### src/rtl/tdf_stream_queue.sv
`timescale 1ns / 1ps
// -----------------------------------------------------------------------------
// tdf_stream_queue
//
// Elastic token queue placed in front of one input stream of a TDF operator
// datapath. It buffers {eos, data} tokens in a circular buffer and gives the
// operator FSM a valid/back-pressure handshake to fire on. All handshake
// outputs are decoded from registered state, so neither side of the
// handshake sees a combinational path through the queue.
//
// Parameters
//   WIDTH  data bits per token
//   DEPTH  token slots (power of two, >= 2)
//   AFULL  occupancy at or above which in_afull asserts (1..DEPTH)
//
// Ports
//   clock     in   rising-edge clock
//   reset     in   asynchronous, active-high; discards all queued tokens
//   in_d      in   producer token data
//   in_eos    in   producer token end-of-stream flag
//   in_v      in   producer token valid
//   in_b      out  back-pressure to producer (queue full)
//   in_afull  out  occupancy >= AFULL
//   out_d     out  head token data (0 while empty)
//   out_eos   out  head token EOS flag (0 while empty)
//   out_v     out  head token valid (queue non-empty)
//   out_b     in   back-pressure from consumer (head not taken)
//   level     out  current occupancy, 0..DEPTH
// -----------------------------------------------------------------------------
module tdf_stream_queue #(
  parameter int WIDTH = 16,
  parameter int DEPTH = 4,
  parameter int AFULL = 3
) (
  input  logic                       clock,
  input  logic                       reset,
  input  logic [WIDTH-1:0]           in_d,
  input  logic                       in_eos,
  input  logic                       in_v,
  output logic                       in_b,
  output logic                       in_afull,
  output logic [WIDTH-1:0]           out_d,
  output logic                       out_eos,
  output logic                       out_v,
  input  logic                       out_b,
  output logic [$clog2(DEPTH):0]     level
);

  localparam int PTR_W = $clog2(DEPTH);
  localparam int LVL_W = PTR_W + 1;

  // Stored token: MSB is the EOS flag, the rest is data.
  logic [WIDTH:0]     mem_q [DEPTH];

  logic [PTR_W-1:0]   wr_ptr_q, wr_ptr_d;
  logic [PTR_W-1:0]   rd_ptr_q, rd_ptr_d;
  logic [LVL_W-1:0]   level_q,  level_d;

  logic               push;
  logic               pop;
  logic [WIDTH:0]     head;

  // ---------------------------------------------------------------------------
  // Handshake decode: registered state only.
  // ---------------------------------------------------------------------------
  assign out_v    = (level_q != '0);
  assign in_b     = (level_q == LVL_W'(DEPTH));
  assign in_afull = (level_q >= LVL_W'(AFULL));
  assign level    = level_q;

  assign push = in_v  & ~in_b;
  assign pop  = out_v & ~out_b;

  // The storage array is not reset, so an empty queue must not expose it:
  // gating on out_v keeps out_d/out_eos at 0 after reset instead of X.
  assign head    = mem_q[rd_ptr_q];
  assign out_d   = out_v ? head[WIDTH-1:0] : '0;
  assign out_eos = out_v & head[WIDTH];

  // ---------------------------------------------------------------------------
  // Next-state logic
  // ---------------------------------------------------------------------------
  // NOTE: every combinational output gets a default before any branch, so no
  // path leaves it unassigned and no latch is inferred.
  always_comb begin
    wr_ptr_d = wr_ptr_q;
    rd_ptr_d = rd_ptr_q;
    level_d  = level_q;

    // DEPTH is a power of two, so plain increment wraps modulo DEPTH.
    if (push) wr_ptr_d = wr_ptr_q + PTR_W'(1);
    if (pop)  rd_ptr_d = rd_ptr_q + PTR_W'(1);

    unique case ({push, pop})
      2'b10:   level_d = level_q + LVL_W'(1);
      2'b01:   level_d = level_q - LVL_W'(1);
      default: level_d = level_q;  // idle, or push and pop together
    endcase
  end

  // ---------------------------------------------------------------------------
  // Control state
  // ---------------------------------------------------------------------------
  // NOTE: sequential state uses non-blocking assignments so every register
  // samples pre-edge values regardless of process ordering.
  always_ff @(posedge clock or posedge reset) begin
    if (reset) begin
      wr_ptr_q <= '0;
      rd_ptr_q <= '0;
      level_q  <= '0;
    end else begin
      wr_ptr_q <= wr_ptr_d;
      rd_ptr_q <= rd_ptr_d;
      level_q  <= level_d;
    end
  end

  // ---------------------------------------------------------------------------
  // Token storage
  // ---------------------------------------------------------------------------
  // NOTE: the array has no reset; stale entries are unreachable because the
  // pointers and level are cleared, which keeps this mappable to plain RAM.
  always_ff @(posedge clock) begin
    if (push) mem_q[wr_ptr_q] <= {in_eos, in_d};
  end

endmodule

### config.mk
export PLATFORM = sky130hd
export DESIGN_NAME = tdf_stream_queue
export DESIGN_NICKNAME = d
export VERILOG_FILES = /design/src/rtl/tdf_stream_queue.sv
export SDC_FILE = /design/constraint.sdc
export NUM_CORES = 1
export LEC_CHECK = 0
export CAP_MARGIN = 20
export CORE_MARGIN = 4
export CORE_UTILIZATION = 53
export CTS_CLUSTER_SIZE = 12
export DETAILED_ROUTE_END_ITERATION = 16
export PLACE_DENSITY = 0.78
export SLEW_MARGIN = 40
export SYNTH_ARGS = -nofsm -noshare
export SYNTH_HDL_FRONTEND = slang
export SYNTH_SLANG_ARGS = --single-unit
### constraint.sdc
create_clock -name clock -period 2.45 [get_ports clock]
set_clock_uncertainty 0.05 [all_clocks]
set_input_delay 0.49 -clock clock [delete_from_list [all_inputs] [get_ports clock]]
set_output_delay 0.49 -clock clock [all_outputs]
set_load 0.02 [all_outputs]
==> results of run 1 <==
==> repair_timing <==
item                       in CTS  in global routing
setup endpoints to repair      17                 18
resized for setup              19                 22
setup buffers                   0                  3
==> sequential cells by signal, summed over array words and instances, names as in the netlist <==
register / count
mem_q: 68
level: 3
rd_ptr_q: 2
wr_ptr_q: 2
==> power groups by stage <==
stage | Clock, uW | Combinational, uW | Sequential [uW]
final | 803 | 2100 | 1840
after global routing | 895 | 2250 | 1870
after CTS | 823 | 2090 | 1840
after detailed placement | 0 | 2220 | 1860
after global placement | 0 | 2170 | 1830
after floorplan | 0 | 1300 | 1840
==> cell usage in the layout (no fill, tap or decap) <==
cell type        instances
clkdlybuf4s50_1         26
clkdlybuf4s15_1          9
nor3b_2                  2
nor2b_2                  1
buf_12                   5
dlygate4sd2_1            2
xor2_1                   4
edfxtp_1                68
nor3_4                   1
xnor2_1                  2
fa_1                     1
mux4_2                  17
inv_1                    8
nor2b_4                  1
nor2_1                   2
and2_1                   4
clkbuf_2                 6
a21o_1                   1
ha_1                     5
dfrtp_2                  2
clkinv_2                 2
mux2i_1                  1
buf_4                    8
clkinvlp_4               2
nor2b_1                 16
clkinv_4                 2
clkbuf_8                 9
clkbuf_1                 1
mux2_1                   1
dfrtp_1                  5
==> kinds of logic (layout without fill, tap and decap cells) <==
logic type	Yosys count	in the layout	share of synthesized area
compound gates	1	1	0.00248
mux	19	19	0.133
buf+inv	14	80	0.0264
flops	75	75	0.732
fa+ha+maj	6	6	0.0273
simple gates	27	27	0.0611
xor+xnor	6	6	0.0173
==> final timing paths <==
check	cells past startpoint	slack, ns	end
setup / recovery	4	0.05	out_d[8]
hold / removal	2	0.33	rd_ptr_q[1]$_DFFE_PP0P_
setup reg to reg	9	0.38	level[2]$_DFFE_PP0P_
hold reg to reg	1	0.52	level[0]$_DFFE_PP0P_
max in group asynchronous	2	1.79	level[0]$_DFFE_PP0P_
min in group clock	1	0.52	level[0]$_DFFE_PP0P_
==> Yosys cell counts (all sizes together) <==
library cell | count | share of area
buf | 5 | 0.015
and2 | 4 | 0.0083
a21o | 1 | 0.0025
edfxtp | 68 | 0.67
nor2 | 2 | 0.0025
ha | 5 | 0.021
dfrtp | 7 | 0.058
fa | 1 | 0.0066
xnor2 | 2 | 0.0058
mux2i | 1 | 0.0033
mux2 | 1 | 0.0037
xor2 | 4 | 0.012
inv | 8 | 0.0099
clkbuf | 1 | 0.0012
nor3b | 2 | 0.0083
mux4 | 17 | 0.13
nor3 | 1 | 0.0017
nor2b | 18 | 0.040
==> critical path, delay by kind of cell (launching register included) <==
| family | cells | cell delay (ns) |
|---|---|---|
| mux | 1 | 0.50 |
| simple gates | 1 | 0.13 |
| buf+inv | 2 | 0.46 |
| flops | 1 | 0.42 |
==> routing by layer <==
metal | vias to the layer above | routed length [um]
met1 | 782 | 2100
met4 | 0 | 94
li1 | 690 | -
met5 | - | 0
met2 | 37 | 2910
met3 | 10 | 252
==> metrics by stage <==
stage | setup TNS [ns] | util | power (uW) | setup slack, ns
3_5_place_dp | 0 | 0.657 | 4090 | 0.0935
5_1_grt | -0.00248 | 0.688 | 5020 | -0.00248
3_3_place_gp | 0 | 0.657 | 4000 | 0.141
6_report | 0 | 0.688 | 4740 | 0.0536
4_1_cts | 0 | 0.685 | 4750 | 0.00131
2_1_floorplan | 0 | - | 3140 | 0.219
==> area by class of cell <==
class | count | area [um2] | area share
well taps | 72 | 90.1 | 0.0236
repair buffers | 56 | 558 | 0.146
multi-input cells | 59 | 743 | 0.195
clock buffers | 10 | 128 | 0.0335
clock inverters | 6 | 42.5 | 0.0112
flip-flops and latches | 75 | 2220 | 0.582
inverters | 8 | 30.0 | 0.00788
==> results.toml, run 1 <==
[global_routing]
grt_max_degree = 21
met3_usage = 0.0513
gr-total-overflow = 0
grt_pass1_vias = 1696
antenna_found_initial = 0
grt_pass1_wl_mm = 8.67
grt_usage = 0.168
grt_use_met1 = 0.192
top_usage_layer = "met2"
use_met2 = 0.294

[sta]
finalCritPeriodShare = 0.978
worst_pin_slew_ns = 0.284
relSlewSlack = 0.810
final_hold_viol_count = 0
setup_viol = 0
drv_slew = 0
finalCriticalPeriod_ns = 2.40
clock.fmax_ghz = 0.417
worst_hold_slack_ns = 0.328

[setup_path]
startpoint_type = "flop"
crit_chain = "buf_12 > mux4_2 > nor2b_4 > dlygate4sd2_1"
setup.worst_path.start = "rd_ptr_q[0]$_DFFE_PP0P_"
critPathSlowestCell = "mux4_2"
cp.arrival_ns = 1.86
critPathKind = "flop to output pin"
r2r-start = "level[1]$_DFFE_PP0P_"
cp_max_fo = 9
slowest_delay_ns = 0.50
worst_ep_required_time_ns = 1.91
worstSetupEndpointType = "output pin"

[route]
vias_per_cell = 5.31
drt_drc_violations_left = 0
dr.pass1.iters = 4
routed_wirelength_mm = 5.35
drtIter0Drc = 54
final_antenna_net_count = 0
wl_per_cell_um = 18.7
vias = 1519

[power]
p_leak_uw = 0.00136
swShare = 0.344
pwr-share-comb = 0.442
switching_power_uw = 1630
ir_worst_vdd_v = 0.000635
p_int_uw = 3110
powerDensity_mw_per_mm2 = 1240
pwr-share-clk = 0.169
p_seq_frac = 0.389

[logic_synthesis]
yosys_warnings = 0
ys_ff_latch = 75
netlist_area_mm2 = 0.00303
netlist_instances = 148
avgSynthCellArea_um2 = 20.5
syn-num-nets = 175
ys_seq_area_frac = 0.732
synth.distinct_cells = 22

[clock_tree]
cts_tree = "yes"
cts_buffer_depth = 2
clock-sinks = 75
h-tree-depth = 3
cts_root_buf = "clkbuf_8"
clk_pin_slew_ns = 0.07
worst_skew_pair.late_latency_ns = 0.33
hold_buffers = 0
cts_made_buffers = 9

[min_path]
worstHoldPathType = "input port to asynchronous set/reset pin"

[place]
dp_hpwl_mm = 3.53
place_congestion = 0.688
dp_cells = 267
placed_area_mm2 = 0.00364
portBuffers = 43

[cells_and_area]
final_area_mm2 = 0.00381
fin_cells = 286
diodes = 0
fill_cells = 352
final_nets = 236
layout-drive-gt1-share = 0.271
area_growth_syn_to_layout_pct = 25.8

[die]
num_rows = 27
ios = 44
coreArea_mm2 = 0.00554
initial_utilization = 0.547
dieHeight_um = 83.6
dieArea_mm2 = 0.00699
die_x_um = 83.6

[status]
status = "completed"

[job]
maxCapViolCount = 0
Power figures use the tool's default switching activity.
==> run 2, diff against run 1 <==
Settings changed: CORE_UTILIZATION 53 to 56, CTS_BUF_LIST from default to sky130_fd_sc_hd__clkbuf_8, PLACE_DENSITY 0.78 to 0.88, SKIP_CTS_REPAIR_TIMING from default to 1.
==> results.toml, run 2 (synthesized netlist as in run 1, its figures left out) <==
[place]
dp_cells = 266
placed_area_mm2 = 0.00365
place_congestion = 0.733
dp_hpwl_mm = 4.14
portBuffers = 43

[power]
p_seq_frac = 0.374
ir_worst_vdd_v = 0.000690
finalPower_uw = 4960
pwr-share-clk = 0.182
p_int_uw = 3340
powerDensity_mw_per_mm2 = 1270
p_leak_uw = 0.00154
switching_power_uw = 1620
pwr-share-comb = 0.444
swShare = 0.326

[cells_and_area]
fin_cells = 282
regMostFlops = "mem_q"
largest_reg_flops = 68
multi_input_area_um2 = 743
layout-drive-gt1-share = 0.222
final_area_mm2 = 0.00390
layout_commonest_cell = "edfxtp_1"
fill_cells = 282
area_growth_syn_to_layout_pct = 28.7
final_nets = 234
diodes = 0
seqCellArea_mm2 = 0.00222
layout_common_cells = "edfxtp_1 (68), clkdlybuf4s50_1 (25), dlymetal6s2s_1 (18)"

[sta]
setup_viol = 0
rsz0062_at_grt = "yes"
clock.fmax_ghz = 0.425
drv_slew = 0
worst_hold_slack_ns = 0.355
finalCriticalPeriod_ns = 2.35
final_hold_viol_count = 0
finalCritPeriodShare = 0.961
relSlewSlack = 0.779
worst_pin_slew_ns = 0.331

[setup_path]
startpoint_type = "flop"
cp.arrival_ns = 1.81
worstSetupEndpointType = "output pin"
slowest_delay_ns = 0.52
cp_max_fo = 5
critPathSlowestCell = "mux4_2"
critPathKind = "flop to output pin"
crit_chain = "buf_4 > mux4_2 > nor2b_1 > dlymetal6s2s_1"
worst_ep_required_time_ns = 1.91

[global_routing]
grt_usage = 0.204
gr-total-overflow = 0
antenna_found_initial = 0
grt_pass1_vias = 1649
grt_max_degree = 21
grt_pass1_wl_mm = 9.26

[route]
dr.pass1.iters = 4
vias_per_cell = 5.52
drt_drc_violations_left = 0
final_antenna_net_count = 0
drtIter0Drc = 100
wl_per_cell_um = 21.0
routed_wirelength_mm = 5.93
vias = 1558

[clock_tree]
h-tree-depth = 3
cts_made_buffers = 9
cts_tree = "yes"
cts_root_buf = "clkbuf_8"
worst_skew_pair.late_latency_ns = 0.33
clock-sinks = 75
clk_pin_slew_ns = 0.07
cts_buffer_depth = 2

[min_path]
worstHoldPathType = "input port to asynchronous set/reset pin"

[die]
coreArea_mm2 = 0.00517
ios = 44
die_x_um = 81.5
dieHeight_um = 81.5
num_rows = 26
dieArea_mm2 = 0.00665
initial_utilization = 0.586

[job]
maxCapViolCount = 0

[status]
status = "completed"
==> run 2: cell count changes in the layout (fill, tap and decap cells not counted), sizes merged, moves of 2 or more <==
cell | previous run | this run
clkinvlp | 2 | 0
dlygate4sd2 | 2 | 0
clkdlybuf4s15 | 9 | 0
buf | 13 | 11
dlymetal6s2s | 0 | 18
inv | 8 | 11
clkinv | 4 | 1
clkbuf | 16 | 11
==> run 2: critical path, delay by kind of cell, from the launching register on <==
kind,cells,cell delay [ns]
simple gates,1,0.16
mux,1,0.52
flops,1,0.41
buf+inv,2,0.41
==> run 2: through the flow <==
stage | setup WS [ns] | util | TNS [ns]
CTS | -0.275 | 0.743 | -4.06
detailed placement | -0.00642 | 0.705 | -0.00642
global route | -0.0106 | 0.754 | -0.0295
floorplan | 0.219 | - | 0
global placement | 0.157 | 0.705 | 0
finish | 0.0965 | 0.754 | 0
==> run 2: routing by layer <==
metal	vias to the layer above	GRT usage	wire, um
met2	54	0.345	3350
met5	-	0	0
li1	682	-	-
met4	0	0.0895	153
met3	14	0.0603	295
met1	808	0.242	2130
==> run 2: power groups by stage <==
stage	clock [uW]	sequential [uW]	combinational [uW]
2_1_floorplan	0	1840	1300
3_3_place_gp	0	1840	2150
3_5_place_dp	0	1880	2250
4_1_cts	926	1850	2280
5_1_grt	1010	1880	2360
6_report	900	1850	2200
==> run 2: final cells by class <==
class	instances	share of cell area
Sequential cell	75	0.569
Multi-Input combinational cell	59	0.191
Timing Repair Buffer	54	0.159
Clock buffer	11	0.0388
Tap cell	70	0.0225
Clock inverter	5	0.0119
Inverter	8	0.00770
==> run 2: worst paths after layout <==
| check | slack (ns) | depth (start not counted) | start | end |
|---|---|---|---|---|
| worst max-delay path | 0.1 | 4 | rd_ptr_q[0]$_DFFE_PP0P_ | out_d[0] |
| worst min-delay path | 0.36 | 2 | reset | level[1]$_DFFE_PP0P_ |
| worst max register to register | 0.17 | 9 | level[1]$_DFFE_PP0P_ | level[2]$_DFFE_PP0P_ |
| worst min register to register | 0.52 | 1 | wr_ptr_q[1]$_DFFE_PP0P_ | wr_ptr_q[1]$_DFFE_PP0P_ |
| max in group asynchronous | 1.76 | 2 | reset | level[0]$_DFFE_PP0P_ |
| min in group clock | 0.52 | 1 | wr_ptr_q[1]$_DFFE_PP0P_ | wr_ptr_q[1]$_DFFE_PP0P_ |
